<file path="src/rtl/serial_digit_adder_if.sv">
// Start/done handshake bundle for serial_digit_adder.
// Optional subtract port present when SERIAL_DIGIT_ADDER_SUB_EN is defined.
interface serial_digit_adder_if #(
  parameter int WIDTH = 8
);
  logic             start;
  logic [WIDTH-1:0] a;
  logic [WIDTH-1:0] b;
  logic             cin;
`ifdef SERIAL_DIGIT_ADDER_SUB_EN
  logic             sub;
`endif
  logic             busy;
  logic             done;
  logic [WIDTH-1:0] sum;
  logic             cout;

  modport master (
`ifdef SERIAL_DIGIT_ADDER_SUB_EN
    output sub,
`endif
    output start, a, b, cin,
    input  busy, done, sum, cout
  );

  modport slave (
`ifdef SERIAL_DIGIT_ADDER_SUB_EN
    input  sub,
`endif
    input  start, a, b, cin,
    output busy, done, sum, cout
  );
endinterface

</file>
<file path="src/rtl/serial_digit_adder.sv">
// Digit-serial adder: sums two WIDTH-bit operands plus carry-in, DIGIT bits
// per clock, through one DIGIT-bit adder slice and a registered carry.
// Result and carry-out appear K = WIDTH/DIGIT edges after the start edge.
// Define SERIAL_DIGIT_ADDER_SUB_EN to add a 'sub' input computing a - b - cin
// (cout then reads as not-borrow).
module serial_digit_adder #(
  parameter int WIDTH = 8,
  parameter int DIGIT = 1
) (
  input logic                 clk,
  input logic                 rst_n,
  serial_digit_adder_if.slave bus
);

  generate
    if (WIDTH < 1 || DIGIT < 1 || (WIDTH % DIGIT) != 0) begin : g_bad_cfg
      $error("serial_digit_adder: DIGIT must be >= 1 and divide WIDTH (>= 1)");
    end
  endgenerate

  localparam int K  = (DIGIT > 0) ? (WIDTH / DIGIT) : 1;
  localparam int CW = (K > 1) ? $clog2(K) : 1;

  typedef enum logic {
    IDLE,
    RUN
  } state_t;

  state_t           state, next_state;
  logic [WIDTH-1:0] a_sh, b_sh, psum, psum_next;
  logic [WIDTH-1:0] b_in;
  logic             c_in;
  logic             carry;
  logic [CW-1:0]    cnt;
  logic             last;
  logic             busy_c;
  logic [DIGIT:0]   slice;
  logic [WIDTH-1:0] sum_r;
  logic             cout_r;
  logic             done_r;

  assign bus.busy = busy_c;
  assign bus.done = done_r;
  assign bus.sum  = sum_r;
  assign bus.cout = cout_r;

  assign last = (cnt == CW'(K - 1));

  // Operand conditioning at capture: subtraction is a + ~b + ~cin.
  always_comb begin
    b_in = bus.b;
    c_in = bus.cin;
`ifdef SERIAL_DIGIT_ADDER_SUB_EN
    if (bus.sub) begin
      b_in = ~bus.b;
      c_in = ~bus.cin;
    end
`endif
  end

  // One DIGIT-wide full-adder slice; result digit enters the top of the partial sum.
  always_comb begin
    slice     = {1'b0, a_sh[DIGIT-1:0]} + {1'b0, b_sh[DIGIT-1:0]} + (DIGIT+1)'(carry);
    psum_next = (psum >> DIGIT) | (WIDTH'(slice[DIGIT-1:0]) << (WIDTH - DIGIT));
  end

  // FSM state register.
  always_ff @(posedge clk or negedge rst_n) begin
    if (!rst_n) state <= IDLE;
    else        state <= next_state;
  end

  // Next-state and busy decode.
  always_comb begin
    next_state = state;
    busy_c     = 1'b0;
    case (state)
      IDLE: if (bus.start) next_state = RUN;
      RUN: begin
        busy_c = 1'b1;
        if (last) next_state = IDLE;
      end
      default: next_state = IDLE;
    endcase
  end

  // Datapath: capture on accepted start, shift one digit per RUN cycle,
  // publish sum/cout only on the final digit.
  always_ff @(posedge clk or negedge rst_n) begin
    if (!rst_n) begin
      a_sh   <= '0;
      b_sh   <= '0;
      psum   <= '0;
      carry  <= 1'b0;
      cnt    <= '0;
      sum_r  <= '0;
      cout_r <= 1'b0;
      done_r <= 1'b0;
    end else begin
      done_r <= 1'b0;
      case (state)
        IDLE: begin
          if (bus.start) begin
            a_sh  <= bus.a;
            b_sh  <= b_in;
            carry <= c_in;
            psum  <= '0;
            cnt   <= '0;
          end
        end
        RUN: begin
          a_sh  <= a_sh >> DIGIT;
          b_sh  <= b_sh >> DIGIT;
          psum  <= psum_next;
          carry <= slice[DIGIT];
          cnt   <= cnt + CW'(1);
          if (last) begin
            sum_r  <= psum_next;
            cout_r <= slice[DIGIT];
            done_r <= 1'b1;
          end
        end
        default: ;
      endcase
    end
  end

endmodule

</file>
<file path="src/flat_wrapper.sv">
// flat-port wrapper written by rule: the top's interface ports become plain ports
module serial_digit_adder_flat 
#(
  parameter int WIDTH = 8,
  parameter int DIGIT = 1
)
  (clk, rst_n, bus_start, bus_a, bus_b, bus_cin, bus_busy, bus_done, bus_sum, bus_cout);
  serial_digit_adder_if #(.WIDTH(WIDTH)) bus_i ();
  input logic clk;
  input logic rst_n;
  input wire logic [$bits(bus_i.start)-1:0] bus_start;
  input wire logic [$bits(bus_i.a)-1:0] bus_a;
  input wire logic [$bits(bus_i.b)-1:0] bus_b;
  input wire logic [$bits(bus_i.cin)-1:0] bus_cin;
  output wire logic [$bits(bus_i.busy)-1:0] bus_busy;
  output wire logic [$bits(bus_i.done)-1:0] bus_done;
  output wire logic [$bits(bus_i.sum)-1:0] bus_sum;
  output wire logic [$bits(bus_i.cout)-1:0] bus_cout;
  assign bus_i.start = bus_start;
  assign bus_i.a = bus_a;
  assign bus_i.b = bus_b;
  assign bus_i.cin = bus_cin;
  assign bus_busy = bus_i.busy;
  assign bus_done = bus_i.done;
  assign bus_sum = bus_i.sum;
  assign bus_cout = bus_i.cout;
  serial_digit_adder #(.WIDTH(WIDTH), .DIGIT(DIGIT)) u_core (.clk(clk), .rst_n(rst_n), .bus(bus_i));
endmodule
</file>
<file path="config.mk">
export PLATFORM = sky130hd
export DESIGN_NAME = serial_digit_adder_flat
export DESIGN_NICKNAME = d
export VERILOG_FILES = /design/src/rtl/serial_digit_adder_if.sv /design/src/rtl/serial_digit_adder.sv /design/src/flat_wrapper.sv
export SDC_FILE = /design/constraint.sdc
export NUM_CORES = 1
export LEC_CHECK = 0
export CAP_MARGIN = 20
export CORE_UTILIZATION = 30
export DETAILED_ROUTE_END_ITERATION = 6
export GPL_TIMING_DRIVEN = 0
export PLACE_DENSITY = 0.56
export SLEW_MARGIN = 20
export SYNTH_ARGS = -nofsm -noshare
export SYNTH_HDL_FRONTEND = slang
export SYNTH_SLANG_ARGS = --single-unit
export TNS_END_PERCENT = 10
</file>
<file path="constraint.sdc">
create_clock -name clk -period 1.5 [get_ports clk]
set_input_delay 0.3 -clock clk [delete_from_list [all_inputs] [get_ports clk]]
set_output_delay 0.3 -clock clk [all_outputs]
set_load 0.05 [all_outputs]
</file>
==> impl_results.md, run 1 <==
* Port Buf Inserts at 30
* N_diodes at 0
* MaxCap Viol Count at 0
* Root Driver: clkbuf_8
* Startpoint Class: register
* Syn Area/Cell at 12.64 um2
* Critical Path Start: u_core.bus.sum[0]
* Top cells by instance count after synthesis: dfrtp_1 (38), nand2_1 (18), mux2i_1 (17)
* Leakage at between 0.9 and 1 nW
* Vias in the first global route at 1,081
* Synthesized cell area at 1593 um2
* Delay-heaviest family, CP: buffers and inverters
* Gr ovfl total at 0
* Run status: finished, final reports clean
* Clk slew on worst S/H paths at 0.08 ns
* Most common cell in the netlist: dfrtp_1
* Top cell type's share of synthesized area at 0.5970
* Least-Margin Pin Slew at 0.4896 ns
* Library cells used by synthesis at 19
* CTS tree: yes
* First-pass GRT wire length at 5306 um
* Ys Warns at 0
* Synth area leaders: dfrtp_1 (60%), mux2i_1 (11%), mux2_2 (7.1%)
* Most used flip-flop cell after synthesis: dfrtp_1
* Synth Register Bits at 38
* Register share of total power at 0.397
* Highest net fanout along the worst path at 2
* Min-delay worst type: in2async
* Starting DRT DRC Count at 52
* Site Rows at 26
* GP Congestion at 0.6888
* Area growth syn-to-layout at 33.62%
* Max H-tree Level at 2
* Largest net degree at the start of global routing at 23
* CP required at 1.20 ns
* Slew margin rel. at 0.6749
* Overall routing resource usage at 0.1305
* Nets@finish at about 190
* Initial Utilization at 0.3119
* CTS buffer count at 5
* Final Cycle Share at 0.9699
* Worst Setup End Kind: primary output
* Final Hold Fails at 0
* Setup TNS Final at 0 ns
* Core footprint at 5107 um2
* Vias per cell at 4.627
* CTS Buffer Depth at 2
* Crit-path max cell delay at 0.53 ns
* Die area at 5605 um2
* Total Power at 4.197 mW
* Setup Viol. Count Final at 0
* DRC viols at 0
* Post-Place Cells at 227
* Post-synth ARST share at 1.000
* Drt pass-1 iters at 4
* Fin crit period at 1.455 ns
* R2r endpoint: u_core.bus.sum[1]
* RR Startpoint: u_core.cnt[0]
* Hpwl dp at 2209 um
* Crit-path slowest cell: dlygate4sd2_1
* I/O Pins at 31
* Remaining antenna violation count at 0
* Worst Skew at 0.007193 ns
* Clock share of power at 0.208
* CP Data Arrival Time at 1.15 ns
* Final WL at 3140 um
* Psw at 1.585 mW
* R2R depth at 4
* Share of cells above drive strength 1 at 0.1867
* # clock sinks at 38
* Max Freq at 687.4 MHz
* Worst Path Buf+Inv at 1
* CP Cell Sequence: dlygate4sd2_1
* Syn_nets at 149
* Post-Syn Instances at 126
* Die width at 74.87 um
* Peak supply drop at 0.6401 mV
* Post-route non-filler standard cell count at approximately 240
* Post-synthesis sequential area ratio at 0.5970
* Final instance area at 2128 um2
* Gate power share at 0.394
* Final Max Tran Viols at 0
* Clk_lat worst skew at ~0.29 ns
* Die Y at 74.87 um
* Antenna violations before repair at 0
* RSZ-0062 raised after global routing: false
* Post-synth EDFFs at 0
* Sw frac at 0.3778
* Via count at 1,092
* Kind of critical path: reg2out
* WL per Instance at 13.31 um
* Pwr/cell area at 1972 nW/um2
* Cell taking the most area after synthesis: dfrtp_1
* Placed Area at 2003 um2
* Reg-to-reg slack, setup at 0.11 ns
* Internal Power at 2.611 mW
-- registers in the layout (all words and copies together) (netlist names) --
register / count
u_core.carry: 1
u_core.cnt: 3
u_core.bus.cout: 1
u_core.b_sh: 8
u_core.state: 1
u_core.bus.sum: 8
u_core.a_sh: 8
u_core.psum: 7
u_core.bus.done: 1
-- placed cells by master (no fill, tap or decap), types with 2 or more instances in the layout --
cell / synthesis / layout
mux2_2: 10 / 10
nor2_1: 2 / 2
a22o_1: 6 / 6
dfrtp_1: 38 / 38
clkinvlp_4: 0 / 2
nand2b_1: 3 / 3
buf_4: 2 / 2
nand2_1: 18 / 18
buf_2: 2 / 3
mux2i_1: 17 / 17
clkdlybuf4s50_1: 0 / 18
o21ai_0: 3 / 3
o21ai_1: 15 / 15
clkdlybuf4s15_1: 0 / 7
clkbuf_8: 0 / 5
dlygate4sd2_1: 0 / 2
buf_6: 2 / 2
-- worst max-delay path by stage --
| stage | slack, ns | end | cells past startpoint |
|---|---|---|---|
| after floorplan | 0.12 | u_core.bus.cout | 4 |
| after global placement | -0.72 | u_core.b_sh[6] | 1 |
| after CTS | 0.02 | bus_sum[1] | 1 |
| after detailed placement | -0.04 | u_core.a_sh[0] | 4 |
| after global routing | 0.001 | bus_sum[0] | 1 |
| final | 0.05 | bus_sum[0] | 1 |
-- worst reg2reg max path, stage by stage (launching register included) --
cell     delay (ns)
dfrtp_1        0.39
ha_1           0.21
ha_2           0.20
nand2_4        0.13
mux2_2         0.35
-- power by group through the flow --
stage	Clock [mW]	Sequential, mW	Combinational [mW]
final	0.874	1.67	1.66
after detailed placement	0	1.68	1.74
after global placement	0	1.67	1.69
after CTS	0.895	1.67	1.67
after floorplan	0	2.04	0.817
after global routing	0.944	1.72	1.83
-- per-layer routing --
metal | vias to the layer above | global-route usage | wire (um)
met3 | 7 | 0.03748 | 139
met5 | - | 0 | 0
met2 | 27 | 0.2062 | 1506
met1 | 544 | 0.1650 | 1428
met4 | 0 | 0.06289 | 65
li1 | 514 | - | -
-- area by class of cell --
class / instances / area (um2)
fill: 532 / 2979
sequential: 38 / 950.9
multi-input combinational: 80 / 594.3
timing repair buffer: 32 / 326.6
tap: 70 / 87.58
clock buffer: 5 / 68.82
buffer: 7 / 51.30
clock inverter: 3 / 45.04
inverter: 1 / 3.754
-- repair_timing --
item / in CTS / in global routing
hold endpoints to repair: 16 / 0
hold buffers: 1 / 0
pin swaps: 0 / 1
endpoints found under the setup margin: 12 / 14
buffers inserted: 0 / 0
gates resized for setup: 14 / 10
-- stage by stage --
step | setup WS, ns | hold slack [ns] | utilization
2_1_floorplan | 0.1205 | 0.004409 | -
3_3_place_gp | -0.7220 | 0.4690 | 0.3878
3_5_place_dp | -0.04475 | 0.2727 | 0.3922
4_1_cts | 0.02250 | 0.4921 | 0.4152
5_1_grt | 0.0009998 | 0.5081 | 0.4167
6_report | 0.04521 | 0.4774 | 0.4167
-- cell families (layout without fill, tap and decap cells) --
group | Yosys count | count (layout) | share of synthesized area
AO/OA/AOI/OAI | 25 | 25 | 0.09269
adder cells (fa/ha/maj) | 3 | 3 | 0.02828
buffers and inverters | 8 | 48 | 0.03456
flip-flops | 38 | 38 | 0.5970
multiplexers | 27 | 27 | 0.1775
AND/OR/NAND/NOR | 25 | 25 | 0.06992
Note: power is estimated with default switching activity, not from simulation.
==> inputs of run 2 (changes only) <==
Settings changed: RECOVER_POWER set to 25.
==> run 2 against run 1 <==
  * Sequential share of layout area is the same
  * Via count is the same
  * Critical path type unchanged
  * Maximum frequency is the same
  * Clock-buffer cell count is the same
  * Critical path depth is the same
  * Clock skew is the same
  * Cell area is the same
  * Core utilization is the same
==> impl_results.md, run 2 (synthesis gave the netlist of run 1 again) <==
* Pwr/cell area at 1972 nW/um2 (about the same)
* WL per Instance at 13.30 um (about the same)
* Delay-heaviest family, CP: buffers and inverters
* Final Hold Fails at 0 (unchanged)
* Remaining antenna violation count at 0 (unchanged)
* CTS buffer count at 5 (unchanged)
* Leakage at 0.9835 nW (about the same)
* Clock share of power at 0.208 (about the same)
* Worst Setup End Kind: primary output
* Initial Utilization at 0.3119 (unchanged)
* Hold path start: u_core.a_sh[2]
* Overall routing resource usage at 0.1305 (unchanged)
* Fin crit period at 1.455 ns (unchanged)
* Crit-path slowest cell: dlygate4sd2_1
* Final instance area at 2128 um2 (unchanged)
* DRC viols at 0 (unchanged)
* Final Max Tran Viols at 0 (unchanged)
* Core footprint at 5107 um2 (unchanged)
* Final WL at 3139 um (about the same)
* Via count at 1,092 (unchanged)
* Clk slew on worst S/H paths at 0.07 ns (about the same)
* Die area at 5605 um2 (unchanged)
* First-pass GRT wire length at 5306 um (unchanged)
* N_diodes at 0 (unchanged)
* Critical Path Start: u_core.bus.sum[0]
* Hpwl dp at 2209 um (unchanged)
* Min-delay worst type: reg2reg
* Highest net fanout along the worst path at 2 (unchanged)
* GP Congestion at 0.6888 (unchanged)
* Worst Skew at 0.007193 ns (unchanged)
* Internal Power at 2.611 mW (about the same)
* Largest net degree at the start of global routing at 23 (unchanged)
* Crit-path max cell delay at 0.53 ns (about the same)
* Peak supply drop at 0.6401 mV (about the same)
* Post-route non-filler standard cell count at 236 (unchanged)
* RR Startpoint: u_core.cnt[0]
* Clk_lat worst skew at 0.29 ns (about the same)
* Die Y at 74.87 um (unchanged)
* Nets@finish at 188 (unchanged)
* Port Buf Inserts at 30 (unchanged)
* I/O Pins at 31 (unchanged)
* CP required at 1.20 ns (about the same)
* Site Rows at 26 (unchanged)
* Share of cells above drive strength 1 at 0.1867 (unchanged)
* Gate power share at 0.394 (about the same)
* Max H-tree Level at 2 (unchanged)
* Setup Viol. Count Final at 0 (unchanged)
* Gr ovfl total at 0 (unchanged)
* Worst Path Buf+Inv at 1 (unchanged)
* Run status: finished, final reports clean
* Commonest cells after routing, fill and taps aside: dfrtp_1 (38), nand2_1 (18), clkdlybuf4s50_1 (18)
* Number of fill cells at 532 (unchanged)
* Die width at 74.87 um (unchanged)
* RSZ-0062 raised after global routing: false
* Antenna violations before repair at 0 (unchanged)
* Vias per cell at 4.627 (unchanged)
* Slew margin rel. at 0.6677 (-0.007222)
* CTS Buffer Depth at 2 (unchanged)
* Post-Place Cells at 227 (unchanged)
* MaxCap Viol Count at 0 (unchanged)
* Post-CTS setup repair buffer count at 0 (unchanged)
* CP Cell Sequence: dlygate4sd2_1
* Max Freq at 687.4 MHz (unchanged)
* Placed Area at 2003 um2 (unchanged)
* Vias in the first global route at 1,081 (unchanged)
* CTS tree: yes
* Root Driver: clkbuf_8
* Starting DRT DRC Count at 52 (unchanged)
* Register share of total power at 0.397 (about the same)
* Area growth syn-to-layout at 33.62% (unchanged)
* Startpoint Class: register
* Drt pass-1 iters at 4 (unchanged)
* Psw at 1.585 mW (about the same)
* Commonest non-fill, non-tap cell in the layout: dfrtp_1
* Kind of critical path: reg2out
* Final Cycle Share at 0.9699 (unchanged)
* Sw frac at 0.3778 (about the same)
* Setup TNS Final at 0 ns (unchanged)
* CP Data Arrival Time at 1.15 ns (about the same)
* # clock sinks at 38 (unchanged)
* Least-Margin Pin Slew at 0.4985 ns (+0.008889 ns)
==> run 2: per-layer routing <==
layer  global-route usage  vias up  part of all wire
li1                     -      514                 -
met1               0.1650      544              0.45
met2               0.2062       27              0.48
met3              0.03748        7             0.044
met4              0.06289        0             0.021
met5                    0        -                 0
==> run 2: what timing repair did <==
action                     CTS  global route
setup endpoints to repair   12            14
pin swaps                    0             1
hold endpoints to repair    16             0
hold buffers                 1             0
gates resized for setup     14            10
==> run 2: cell type report <==
class	count	area, um2	share of cell area
clock inverters	3	45.04	0.02116
clock buffers	5	68.82	0.03233
multi-input cells	80	594.3	0.2792
plain buffers	7	51.30	0.02410
flip-flops and latches	38	950.9	0.4468
well taps	70	87.58	0.04115
inverters	1	3.754	0.001764
repair buffers	32	326.6	0.1534
==> run 2: power by group through the flow <==
stage	logic, mW	registers (mW)	clock network (mW)
after floorplan	0.817	2.04	0
after CTS	1.67	1.67	0.895
final	1.66	1.67	0.874
after detailed placement	1.74	1.68	0
after global placement	1.69	1.67	0
after global routing	1.83	1.72	0.944
==> run 2: path summary, 6_finish.rpt <==
check / end / slack [ns] / cells past startpoint
worst max-delay path: bus_sum[0] / 0.05 / 1
worst min-delay path: u_core.a_sh[1] / 0.49 / 2
worst max register to register: u_core.bus.sum[1] / 0.11 / 4
worst min register to register: u_core.a_sh[1] / 0.49 / 2
max in group asynchronous: u_core.b_sh[3] / 0.52 / 3
min in group asynchronous: u_core.bus.sum[2] / 0.50 / 2
==> run 2: tightest hold or removal path, stage by stage (launching register included) <==
cell	delay (ns)
dfrtp_1	0.35
nand2_1	0.05
o21ai_1	0.06
==> run 2: per-stage QoR <==
stage | utilization | total power, mW | hold slack, ns | worst slack [ns]
floorplan | - | 2.858 | 0.004409 | 0.1205
global placement | 0.3878 | 3.356 | 0.4690 | -0.7220
detailed placement | 0.3922 | 3.420 | 0.2727 | -0.04475
CTS | 0.4152 | 4.231 | 0.4921 | 0.02250
global route | 0.4167 | 4.495 | 0.5179 | 0.0009998
finish | 0.4167 | 4.197 | 0.4949 | 0.04521
==> inputs of run 3 (changes only) <==
Settings changed: CORE_UTILIZATION 30 to 54, PLACE_DENSITY 0.56 to 0.88.
Clock period 1.5 ns to 1.8 ns, I/O delays scaled along.
==> run 3 against run 2 <==
  * Die area down 43%
  * Core utilization up 30 points
  * Register-to-register slack better by 0.20 ns
  * Power down 24%
  * Clock power down 53%
  * Clock skew down 0.00062 ns
  * Non-clock buffer count unchanged
  * Hold slack better by 0.0084 ns
  * Global-route usage up 9.6 points
  * Cell area down 6.3%
  * Critical path type unchanged
  * Highest routed layer unchanged
==> impl_results.md, run 3 (synthesis gave the netlist of run 1 again) <==
* Slew margin rel. at 0.2726 (-0.3951)
* Drt pass-1 iters at 4 (unchanged)
* Worst Skew at 0.006575 ns (-0.0006175 ns)
* CTS tree: yes
* Commonest cells after routing, fill and taps aside: dfrtp_1 (38), nand2_1 (18), clkdlybuf4s50_1 (18)
* Top layer in use: met4
* Post-CTS setup repair buffer count at 0 (unchanged)
* RSZ-0062 raised after global routing: false
* Nets@finish at 188 (unchanged)
* CP required at 1.44 ns (+0.24 ns)
* Final WL at 3128 um (-0.35%)
* Hold_ws at 0.5033 ns (+0.008443 ns)
* Clk slew on worst S/H paths at 0.10 ns (+0.03 ns)
* Die Y at 56.31 um (-25%)
* Final Max Tran Viols at 0 (unchanged)
* Met3 WL at 143 um (+2.9%)
* Met2 WL at 1646 um (+9.3%)
* Worst Path Buf+Inv at 1 (unchanged)
* CP Data Arrival Time at 1.31 ns (+0.16 ns)
* DRC viols at 0 (unchanged)
* WL per Instance at 15.96 um (+20%)
* CTS buffer count at 5 (unchanged)
* Met1 wire length at 1263 um (-11%)
* Min-delay worst type: reg2reg
* Peak supply drop at 1.163 mV (+82%)
* I/O Pins at 31 (unchanged)
* Via count at 1,118 (+2.4%)
* Overall routing resource usage at 0.2263 (+0.09581)
* Leakage at 0.9707 nW (-1.3%)
* Least-Margin Pin Slew at 1.091 ns (+0.5926 ns)
* Max H-tree Level at 2 (unchanged)
* Number of fill cells at 205 (-61%)
* Hpwl dp at 2247 um (+1.7%)
* Register area at 950.9 um2 (unchanged)
* GP Congestion at 0.7458 (+8.3%)
* Initial Utilization at 0.5726 (+0.2608)
* Total Power at 3.189 mW (-24%)
* Port Buf Inserts at 30 (unchanged)
* Post-route non-filler standard cell count at 196 (-17%)
* Gr ovfl total at 0 (unchanged)
* First-pass GRT wire length at 5368 um (+1.2%)
* # clock sinks at 38 (unchanged)
* Area growth syn-to-layout at 25.22%
* Reg-to-reg slack, setup at 0.31 ns (+0.20 ns)
* Kind of critical path: reg2out
* Worst Setup End Kind: primary output
* Vias per cell at 5.704 (+23%)
* Pwr/cell area at 1599 nW/um2 (-19%)
* Site Rows at 19 (-27%)
* MaxCap Viol Count at 0 (unchanged)
* CTS Buffer Depth at 2 (unchanged)
* N_diodes at 0 (unchanged)
* Antenna violations before repair at 0 (unchanged)
* Fin crit period at roughly 1.7 ns
* Delay-heaviest family, CP: buffers and inverters
* Post-Place Cells at 188 (-17%)
* Run status: finished, final reports clean
* Share of cells above drive strength 1 at 0.1455 (-0.04129)
* Crit-path max cell delay at 0.56 ns (+0.03 ns)
* Root Driver: clkbuf_4
* Clk_lat worst skew at 0.35 ns (+0.06 ns)
* Vias in the first global route at 1,203 (+11%)
* Core footprint at 2781 um2 (-46%)
* Largest net degree at the start of global routing at 21 (-8.7%)
* Setup Viol. Count Final at 0 (unchanged)
* Starting DRT DRC Count at 20 (-62%)
* Setup TNS Final at 0 ns (unchanged)
* Max Freq at 598.2 MHz
* Multi-input logic area at 586.8 um2 (-1.3%)
* Remaining antenna violation count at 0 (unchanged)
* CP Cell Sequence: dlygate4sd2_1
* Commonest non-fill, non-tap cell in the layout: dfrtp_1
* Highest net fanout along the worst path at 4 (+2)
* Crit-path slowest cell: dlygate4sd2_1
* Die width at 56.31 um (-25%)
* Startpoint Class: register
* Die area at 3171 um2 (-43%)
* Final Cycle Share at 0.9286
* Final Hold Fails at 0 (unchanged)
[run 3: final timing paths]
| check | startpoint | endpoint | cells after the start |
|---|---|---|---|
| worst min-delay path | u_core.b_sh[2] | u_core.b_sh[1] | 2 |
| worst min register to register | u_core.b_sh[2] | u_core.b_sh[1] | 2 |
| worst max-delay path | u_core.state | bus_busy | 1 |
| min in group asynchronous | rst_n | u_core.carry | 2 |
| max in group asynchronous | rst_n | u_core.bus.sum[4] | 2 |
| worst max register to register | u_core.cnt[0] | u_core.bus.sum[1] | 4 |
[run 3: repair_timing]
item	CTS	global route
hold buffers	1	0
endpoints found under the setup margin	11	0
gates resized for setup	11	0
endpoints found under the hold margin	18	0
[run 3: area by class of cell]
type                    instances  area share
multi-input cells              80      0.2942
flip-flops and latches         38      0.4768
repair buffers                 32      0.1593
inverters                       1    0.001882
plain buffers                   7     0.02572
clock buffers                   7     0.02258
well taps                      31     0.01945
[run 3: worst reg2reg max path, cell delays in order (launching register included)]
cell and delay, ns:
dfrtp_1 0.40, ha_1 0.20, ha_1 0.20, nand2_2 0.21, mux2_2 0.37
[run 3: per-stage QoR]
step,util,cell area [um2],setup slack (ns)
floorplan,-,1593,0.4205
global placement,0.6946,1932,-0.4052
detailed placement,0.7027,1954,0.1833
CTS,0.7175,1996,0.1103
global route,0.7170,1994,0.1076
finish,0.7170,1994,0.1284
[run 3: where the power goes]
part	switching, mW	internal (mW)
Combinational	0.826	0.559
Clock	0.264	0.147
Sequential	0.203	1.19
Total	1.29	1.89
[run 3: layer usage]
layer	vias to the layer above	global-route usage
met5	-	0
met1	557	0.2627
met4	0	0.1394
li1	517	-
met3	10	0.06452
met2	34	0.3707
